==> config.mk <==
export PLATFORM = sky130hd
export DESIGN_NAME = cfg_lyr_sequencer
export DESIGN_NICKNAME = d
export VERILOG_FILES = /design/src/rtl/cfg_lyr_sequencer.sv
export SDC_FILE = /design/constraint.sdc
export NUM_CORES = 1
export LEC_CHECK = 0
export ABC_AREA = 1
export CORE_MARGIN = 2
export CORE_UTILIZATION = 57
export CTS_BUF_LIST = sky130_fd_sc_hd__clkbuf_4 sky130_fd_sc_hd__clkbuf_8 sky130_fd_sc_hd__clkbuf_16
export CTS_CLUSTER_DIAMETER = 50
export DETAILED_ROUTE_END_ITERATION = 12
export PLACE_DENSITY = 0.81
export REMOVE_ABC_BUFFERS = 1
export SETUP_SLACK_MARGIN = 0.05
export SYNTH_ARGS = -nofsm -noshare
export SYNTH_HDL_FRONTEND = slang
export SYNTH_SLANG_ARGS = --single-unit
==> constraint.sdc <==
create_clock -name clk_cal -period 4.8 [get_ports clk_cal]
set_input_delay 0.72 -clock clk_cal [delete_from_list [all_inputs] [get_ports clk_cal]]
set_output_delay 0.72 -clock clk_cal [all_outputs]
set_load 0.05 [all_outputs]
==> src/rtl/cfg_lyr_sequencer.sv <==
// Layer sequencer for an N-layer 1-D CNN: fetches one parameter word per layer,
// then walks kernel taps and output columns to drive feature/weight buffer addresses.
//
// state | meaning
// IDLE  | waiting for start
// LOAD  | accepting the layer parameter word
// CAL   | issuing one kernel tap per cycle
// WAIT  | waiting for PE array completion
// NEXT  | advance layer or finish
// DONE  | all_done pulse, then back to IDLE
module cfg_lyr_sequencer #(
  parameter int N_CH   = 8,
  parameter int N_LYR  = 16,
  parameter int ADDR_W = 13,
  parameter int WT_AW  = 11,
  parameter int CYC_W  = 11,
  localparam int LW    = (N_LYR > 1) ? $clog2(N_LYR) : 1,
  localparam int CC_W  = CYC_W + 8
) (
  input  logic              clk_cal,
  input  logic              rst_cal,
  input  logic              start,
  input  logic [LW:0]       lyr_num,
  input  logic              abort,
  input  logic              prm_vld,
  input  logic [31:0]       prm_data,
  output logic              prm_rdy,
  input  logic              pe_end,
  output logic              busy,
  output logic [2:0]        state,
  output logic [LW-1:0]     nn_layer_cnt,
  output logic [7:0]        K,
  output logic [7:0]        S,
  output logic [2:0]        Pool_K,
  output logic [1:0]        Pool_S,
  output logic [CC_W-1:0]   cal_cycle,
  output logic              rd_vld,
  output logic [ADDR_W-1:0] rd_addr,
  output logic              wr_bank,
  output logic [WT_AW-1:0]  wt_addr,
  output logic [N_CH-1:0]   wt_O_vld,
  output logic              final_column,
  output logic              lyr_done,
  output logic              all_done
);

  localparam int CB_W = ADDR_W - 1;

  typedef enum logic [2:0] {
    S_IDLE = 3'd0,
    S_LOAD = 3'd1,
    S_CAL  = 3'd2,
    S_WAIT = 3'd3,
    S_NEXT = 3'd4,
    S_DONE = 3'd5
  } st_t;

  st_t st, st_nxt;

  logic [LW:0]      lyr_max;
  logic [7:0]       k_eff, s_eff, tap;
  logic [CYC_W-1:0] len_eff, col;
  logic [CB_W-1:0]  col_base;
  logic             pe_seen;
  logic             last_tap, last_col, last_lyr;
  logic [7:0]       k_in, s_in;
  logic [CYC_W-1:0] len_in;

  assign k_in   = (prm_data[7:0] == 8'd0) ? 8'd1 : prm_data[7:0];
  assign s_in   = (prm_data[15:8] == 8'd0) ? 8'd1 : prm_data[15:8];
  assign len_in = (prm_data[31:21] == 11'd0) ? CYC_W'(1) : CYC_W'(prm_data[31:21]);

  assign last_tap = (tap == k_eff - 8'd1);
  assign last_col = (col == len_eff - CYC_W'(1));
  assign last_lyr = ({1'b0, nn_layer_cnt} == lyr_max - (LW+1)'(1));

  assign busy  = (st != S_IDLE);
  assign state = st;

  always_ff @(posedge clk_cal or posedge rst_cal) begin
    if (rst_cal) st <= S_IDLE;
    else         st <= st_nxt;
  end

  always_comb begin
    st_nxt   = st;
    prm_rdy  = 1'b0;
    lyr_done = 1'b0;
    all_done = 1'b0;
    case (st)
      S_IDLE: if (start) st_nxt = S_LOAD;
      S_LOAD: begin
        prm_rdy = 1'b1;
        if (prm_vld) st_nxt = S_CAL;
      end
      S_CAL:  if (last_tap && last_col) st_nxt = S_WAIT;
      S_WAIT: if (pe_end || pe_seen) st_nxt = S_NEXT;
      S_NEXT: begin
        if (last_lyr) st_nxt = S_DONE;
        else begin
          st_nxt   = S_LOAD;
          lyr_done = 1'b1;
        end
      end
      S_DONE: begin
        all_done = 1'b1;
        st_nxt   = S_IDLE;
      end
      default: st_nxt = S_IDLE;
    endcase
    // abort wins over everything, including a handshake in the same cycle
    if (abort) begin
      st_nxt   = S_IDLE;
      prm_rdy  = 1'b0;
      lyr_done = 1'b0;
      all_done = 1'b0;
    end
  end

  always_ff @(posedge clk_cal or posedge rst_cal) begin
    if (rst_cal) begin
      lyr_max      <= '0;
      nn_layer_cnt <= '0;
      K            <= '0;
      S            <= '0;
      Pool_K       <= '0;
      Pool_S       <= '0;
      k_eff        <= '0;
      s_eff        <= '0;
      len_eff      <= '0;
      cal_cycle    <= '0;
      wr_bank      <= 1'b0;
      tap          <= '0;
      col          <= '0;
      col_base     <= '0;
      pe_seen      <= 1'b0;
      rd_vld       <= 1'b0;
      rd_addr      <= '0;
      wt_addr      <= '0;
      wt_O_vld     <= '0;
      final_column <= 1'b0;
    end else begin
      rd_vld       <= 1'b0;
      wt_O_vld     <= '0;
      final_column <= 1'b0;
      if (abort) begin
        nn_layer_cnt <= '0;
        tap          <= '0;
        col          <= '0;
        col_base     <= '0;
        pe_seen      <= 1'b0;
      end else begin
        case (st)
          S_IDLE: if (start) begin
            lyr_max      <= (lyr_num == '0) ? (LW+1)'(1) : lyr_num;
            nn_layer_cnt <= '0;
          end
          S_LOAD: if (prm_vld) begin
            K         <= prm_data[7:0];
            S         <= prm_data[15:8];
            Pool_K    <= prm_data[18:16];
            Pool_S    <= prm_data[20:19];
            k_eff     <= k_in;
            s_eff     <= s_in;
            len_eff   <= len_in;
            cal_cycle <= CC_W'(len_in) * CC_W'(k_in);
            wr_bank   <= ~nn_layer_cnt[0];
            tap       <= '0;
            col       <= '0;
            col_base  <= '0;
            pe_seen   <= 1'b0;
          end
          S_CAL: begin
            rd_vld       <= 1'b1;
            wt_O_vld     <= '1;
            rd_addr      <= {nn_layer_cnt[0], col_base + CB_W'(tap)};
            wt_addr      <= WT_AW'(tap);
            final_column <= last_col;
            if (pe_end) pe_seen <= 1'b1;
            if (last_tap) begin
              tap      <= '0;
              col      <= col + CYC_W'(1);
              col_base <= col_base + CB_W'(s_eff);
            end else begin
              tap <= tap + 8'd1;
            end
          end
          S_NEXT: if (!last_lyr) nn_layer_cnt <= nn_layer_cnt + LW'(1);
          default: ;
        endcase
      end
    end
  end

endmodule

* After elaboration in Yosys (flattened, before gate mapping)
Cells that the tools add are included.
** Storage, ports and cells
- Output and inout bits :: 86
- Bits in registers :: 143
- Input bits :: 43
** Cells by class
- Reduce and logical (&&, ||, !) cells :: 18
- Mux-type cells :: 44
- Bitwise logic cells :: 2
- Equality and inequality tests :: 15
- $mul :: 1
- $add $sub $neg :: 8
** Operators with widths (number)
- 8-bit 2-to-1 mux :: 7
- 11-bit 2-to-1 mux :: 4
- 12-bit 2-to-1 mux :: 3
- 12-bit by 8-bit adder with 12-bit output :: 2
- 12-bit one-hot mux with 2 select lines :: 1
- 11-bit one-hot mux with 2 select lines :: 1
- 3-bit inequality test, second input constant :: 7
- 11-bit by 8-bit multiplier with 19-bit output :: 1
- 3-bit 2-to-1 mux :: 6
- 8-bit zero test :: 2
- 8-bit one-hot mux with 2 select lines :: 1
- 3-bit one-hot mux with 5 select lines :: 1
- 3-bit AND reduction :: 5
- 1-bit 2-to-1 mux :: 14
- 4-bit 2-to-1 mux :: 3
- 11-bit by 1-bit adder with 11-bit output, second input constant :: 1
- 11-bit equality test :: 1
- 11-bit zero test :: 1
- 11-bit by 1-bit subtractor with 11-bit output, second input constant :: 1
- 3-bit nonzero test :: 3
- 8-bit by 1-bit adder with 8-bit output, second input constant :: 1
- 8-bit equality test :: 1
- 4-bit one-hot mux with 2 select lines :: 1
- 8-bit by 1-bit subtractor with 8-bit output, second input constant :: 1
- 15 further kinds :: 19

* Longest topological paths before layout
- Depth in word-level cells :: 6
- Depth in mapped cells :: 26

* Least setup slack after synthesis
No wires, ideal clock.
- Path type :: input -> register
- Start :: in prm_data[24]
- End :: reg cal_cycle[18]
- Setup time :: 66 ps
- Data arrival time :: 4778 ps
- Buffers on the path :: 1
- Stages on the path :: 21
- Slack :: -44 ps
- Cells stage by stage :: clkbuf_1 -> nor4_1 -> nand3_1 -> nand2_1 -> nand2_1 -> fa_1 -> fa_1 -> inv_1 -> fa_1 -> inv_1 -> fa_1 -> inv_1 -> ha_1 -> a21oi_1 -> o21ai_0 -> nand2_1 -> nand3_1 -> a21oi_1 -> xor2_1 -> nand2_1 -> nand2_1
** On the way
- Longest elaborated chain between the ends :: 3
** Ends and longest elaborated chain
- start, declared :: line 26 : input logic [31:0] prm_data,
- 11-bit zero test :: line 71 : assign len_in = (prm_data[31:21] == 11'd0) ? CYC_W'(1) : CYC_W'(prm_data[31:21]);
- 11-bit 2-to-1 mux * :: line 71
- 11-bit by 8-bit multiplier with 19-bit output * :: line 166 : cal_cycle <= CC_W'(len_in) * CC_W'(k_in);
- end signal, assigned :: line 166
- end, declared :: line 36 : output logic [CC_W-1:0] cal_cycle,
Mark *: on every way between the ends. The rest lies on a longest branch, timed or not.
A chain may end at the register's enable or synchronous reset.

* Worst setup path after layout
- Start :: in prm_data[23]
- End :: reg cal_cycle[8]
The elaborated chain is that of the path after synthesis.

==> results.json <==
{
  "critical_path_cell_sequence": "clkdlybuf4s50_1 -> nor4_2 -> nand3_1 -> nand2_2 -> nand2_2 -> fa_1 -> fa_1 -> inv_1 -> fa_1 -> inv_2 -> fa_1 -> inv_1 -> ha_4 -> nand2_2 -> inv_1 -> nand2_1 -> nand2_2 -> inv_1 -> buf_4 -> or2_2 -> a31oi_1",
  "antenna_found_initial": 1,
  "postLayoutCoreUtil_pct": 72.9,
  "ctsHtreeMaxLevel": 4,
  "synth_area_um2": 10400,
  "fp.coreArea_um2": 17900,
  "synth.avg_cell_area_um2": 7.43,
  "power.sequential.fraction_pct": 23.3,
  "max_cap_violations": 0,
  "initial_core_util_pct": 58.0,
  "critPathLaunchType": "input pin",
  "result_of_the_run": "finished, final reports clean",
  "worst-slew-pin-transition_ns": 0.929,
  "grt.overflow.total": 0,
  "area_growth_syn_to_layout_pct": 25.7,
  "num-nets-final": 1723,
  "average_via_count_per_standard_cell": 5.39,
  "combPwrFrac_pct": 59.2,
  "sequential_area_share_after_synthesis_pct": 32.5,
  "synth_cell_type_count": 46,
  "crit_arrival_ns": 5.11,
  "row_count": 49,
  "mostFrequentLayoutCells": "sky130_fd_sc_hd__nand2_1, sky130_fd_sc_hd__inv_1, sky130_fd_sc_hd__dfrtp_1",
  "drive_above_1_share_pct": 11.7,
  "finalWirelength_mm": 27.4,
  "worst-setup-path-type": "input pin to register",
  "clk_pin_slew_worst_paths_ns": 0.07,
  "slew_violations": 0,
  "top_level_ports": 129,
  "detailedRoute.firstPassIterationCount": 5,
  "synth-warning-count": 0,
  "number_of_clock_sinks": 135,
  "die_height_um": 139,
  "count_of_flip_flops_with_a_built_in_enable_after_synthesis": 0,
  "cts_tree": "yes",
  "wl_per_cell_um": 15.2,
  "grt_pass1_wl_mm": 44.2,
  "fp.dieW_um": 139,
  "finalSetupTns_ns": 0,
  "place_hpwl_mm": 19.7,
  "tritoncts.num_buffers": 17,
  "first_global_vias": 9537,
  "max_rail_drop_vdd_mv": 0.491,
  "critPathCaptureType": "register",
  "fp.dieArea_um2": 19300,
  "power.switching_mw": 3.78,
  "layout.cells.most_common": "sky130_fd_sc_hd__nand2_1",
  "grt_usage_pct": 27.9,
  "fin_crit_sh_pct": 99.2,
  "hp-class": "register to register",
  "ys_dominant_reg_cell": "sky130_fd_sc_hd__dfrtp_1",
  "critPathRequiredTime_ns": 5.15,
  "worstSkewPairLatency_ns": 0.43,
  "hold_viol": 0,
  "postRouteAntennaNets": 0,
  "vias": 9729,
  "async_flop_share_pct": 100,
  "drc": 0,
  "cellLeakagePower_nw": 6.94,
  "count_of_buffers_inserted_at_the_top_level_ports": 125,
  "ctsLongestPathBuffers": 2,
  "clock_power_share_pct": 17.5,
  "net_sw_share_pct": 47.5,
  "syn_inst_count": 1397,
  "worst_path_largest_cell_delay_ns": 0.53,
  "critical_path_peak_fanout": 4,
  "cts_hold_buf": 0,
  "grt_max_degree": 70,
  "place_congestion": 0.957,
  "fin_crit_ns": 4.76,
  "power_report.internal_total_mw": 4.18,
  "setup-violations-final": 0,
  "synth-seq-cells": 135,
  "clock_tree.root_cell": "sky130_fd_sc_hd__clkbuf_16",
  "timing.fmax_mhz": 210,
  "timing.slew.headroom_pct": 38.1,
  "critPathSlowestCell": "sky130_fd_sc_hd__fa_1",
  "final.setup_skew_ns": 0.0125,
  "unrepaired_setup_endpoints_after_global_routing": "true",
  "power_density_nw_per_um2": 610,
  "fin_hold_ws_ns": 0.469,
  "drt_first_iter_violations": 688
}
## timing repair
| item | in CTS | in global routing |
|---|---|---|
| setup endpoints to repair | 11 | 11 |
| resized for setup | 17 | 49 |
| setup buffers | 0 | 3 |
| pin swaps | 7 | 22 |
## flip-flops by register name, indices dropped and copies added, names as in the netlist, 2 cells and up
| register | flops |
|---|---|
| rd_addr | 13 |
| lyr_max | 5 |
| S | 8 |
| col | 11 |
| col_base | 12 |
| cal_cycle | 19 |
| len_eff | 11 |
| K | 8 |
| Pool_S | 2 |
| s_eff | 8 |
| tap | 8 |
| k_eff | 8 |
| Pool_K | 3 |
| wt_addr | 8 |
| state | 3 |
| nn_layer_cnt | 4 |
## path summary, 6_finish.rpt
| check | end | slack (ns) | startpoint | cells after the start |
|---|---|---|---|---|
| hold reg to reg | cal_cycle[1] | 0.47 | cal_cycle[1] | 2 |
| hold / removal | cal_cycle[1] | 0.47 | cal_cycle[1] | 2 |
| setup / recovery | cal_cycle[8] | 0.04 | prm_data[23] | 21 |
| max in group asynchronous | wt_addr[5] | 3.06 | rst_cal | 3 |
| min in group asynchronous | col[7] | 0.74 | rst_cal | 2 |
| setup reg to reg | col[0] | 2.10 | state[2] | 10 |
## logic make-up after synthesis
| logic type | synth area share, % |
|---|---|
| muxes | 0.217 |
| other | 0.0361 |
| AOI/OAI and AO/OA | 7.76 |
| adders and majority gates | 18.1 |
| xor gates and xnor gates | 3.20 |
| buffers and inverters | 11.9 |
| and+or+nand+nor | 26.2 |
| DFF | 32.5 |
## Yosys cell counts, types with 13 or more instances
master | instances | share of area [%]
sky130_fd_sc_hd__inv_1 | 240 | 8.7
sky130_fd_sc_hd__xor2_1 | 22 | 1.9
sky130_fd_sc_hd__a21oi_1 | 37 | 1.8
sky130_fd_sc_hd__nand2_1 | 434 | 16
sky130_fd_sc_hd__dfrtp_1 | 135 | 33
sky130_fd_sc_hd__xnor2_1 | 16 | 1.3
sky130_fd_sc_hd__nor3_1 | 18 | 0.87
sky130_fd_sc_hd__clkbuf_1 | 22 | 0.80
sky130_fd_sc_hd__nand3_1 | 61 | 2.9
sky130_fd_sc_hd__nor2_1 | 91 | 3.3
sky130_fd_sc_hd__fa_1 | 56 | 11
sky130_fd_sc_hd__ha_1 | 61 | 7.3
sky130_fd_sc_hd__nand4_1 | 13 | 0.78
sky130_fd_sc_hd__o21ai_1 | 35 | 1.7
sky130_fd_sc_hd__buf_4 | 15 | 1.1
sky130_fd_sc_hd__o21ai_0 | 53 | 2.6
## layer usage
metal | GRT usage (%) | share of wire [%] | routed length (um)
met1 | 33.7 | 40 | 10900
met2 | 49.3 | 51 | 13900
met3 | 3.97 | 5.7 | 1570
met4 | 13.0 | 3.6 | 990
met5 | 0 | 0 | 0
## per-stage QoR
stage / cell area, um^2 / worst slack (ns) / power [mW] / std cells
floorplan: 10100 / 0.122 / 4.69 / 1346
finish: 13100 / 0.0370 / 7.96 / 1806
global placement: 12200 / -0.608 / 6.15 / 1770
detailed placement: 12200 / -0.825 / 6.25 / 1770
CTS: 12800 / 0.0564 / 7.72 / 1802
global route: 13100 / -0.109 / 8.49 / 1806
## final cells by class
class / count / area, um^2
clock inverter: 10 / 144
clock buffer: 22 / 482
tap: 229 / 287
multi-input combinational: 958 / 5990
fill: 1399 / 4850
timing repair buffer: 198 / 1820
inverter: 253 / 957
sequential: 135 / 3380
antenna: 1 / 2.50
## power groups by stage
stage	registers [mW]	logic, mW	clock network (mW)
floorplan	2.62	2.08	0
global placement	1.85	4.29	0
detailed placement	1.87	4.39	0
CTS	1.85	4.46	1.40
global route	1.91	5.13	1.45
finish	1.86	4.71	1.39
## critical path: cells and delay by family
kind	cells	cell delay (ns)
adders and majority gates	5	2.32
AOI/OAI and AO/OA	1	0.16
buffers and inverters	7	0.87
and+or+nand+nor	8	1.04
Note: power is estimated with default switching activity, not from simulation.
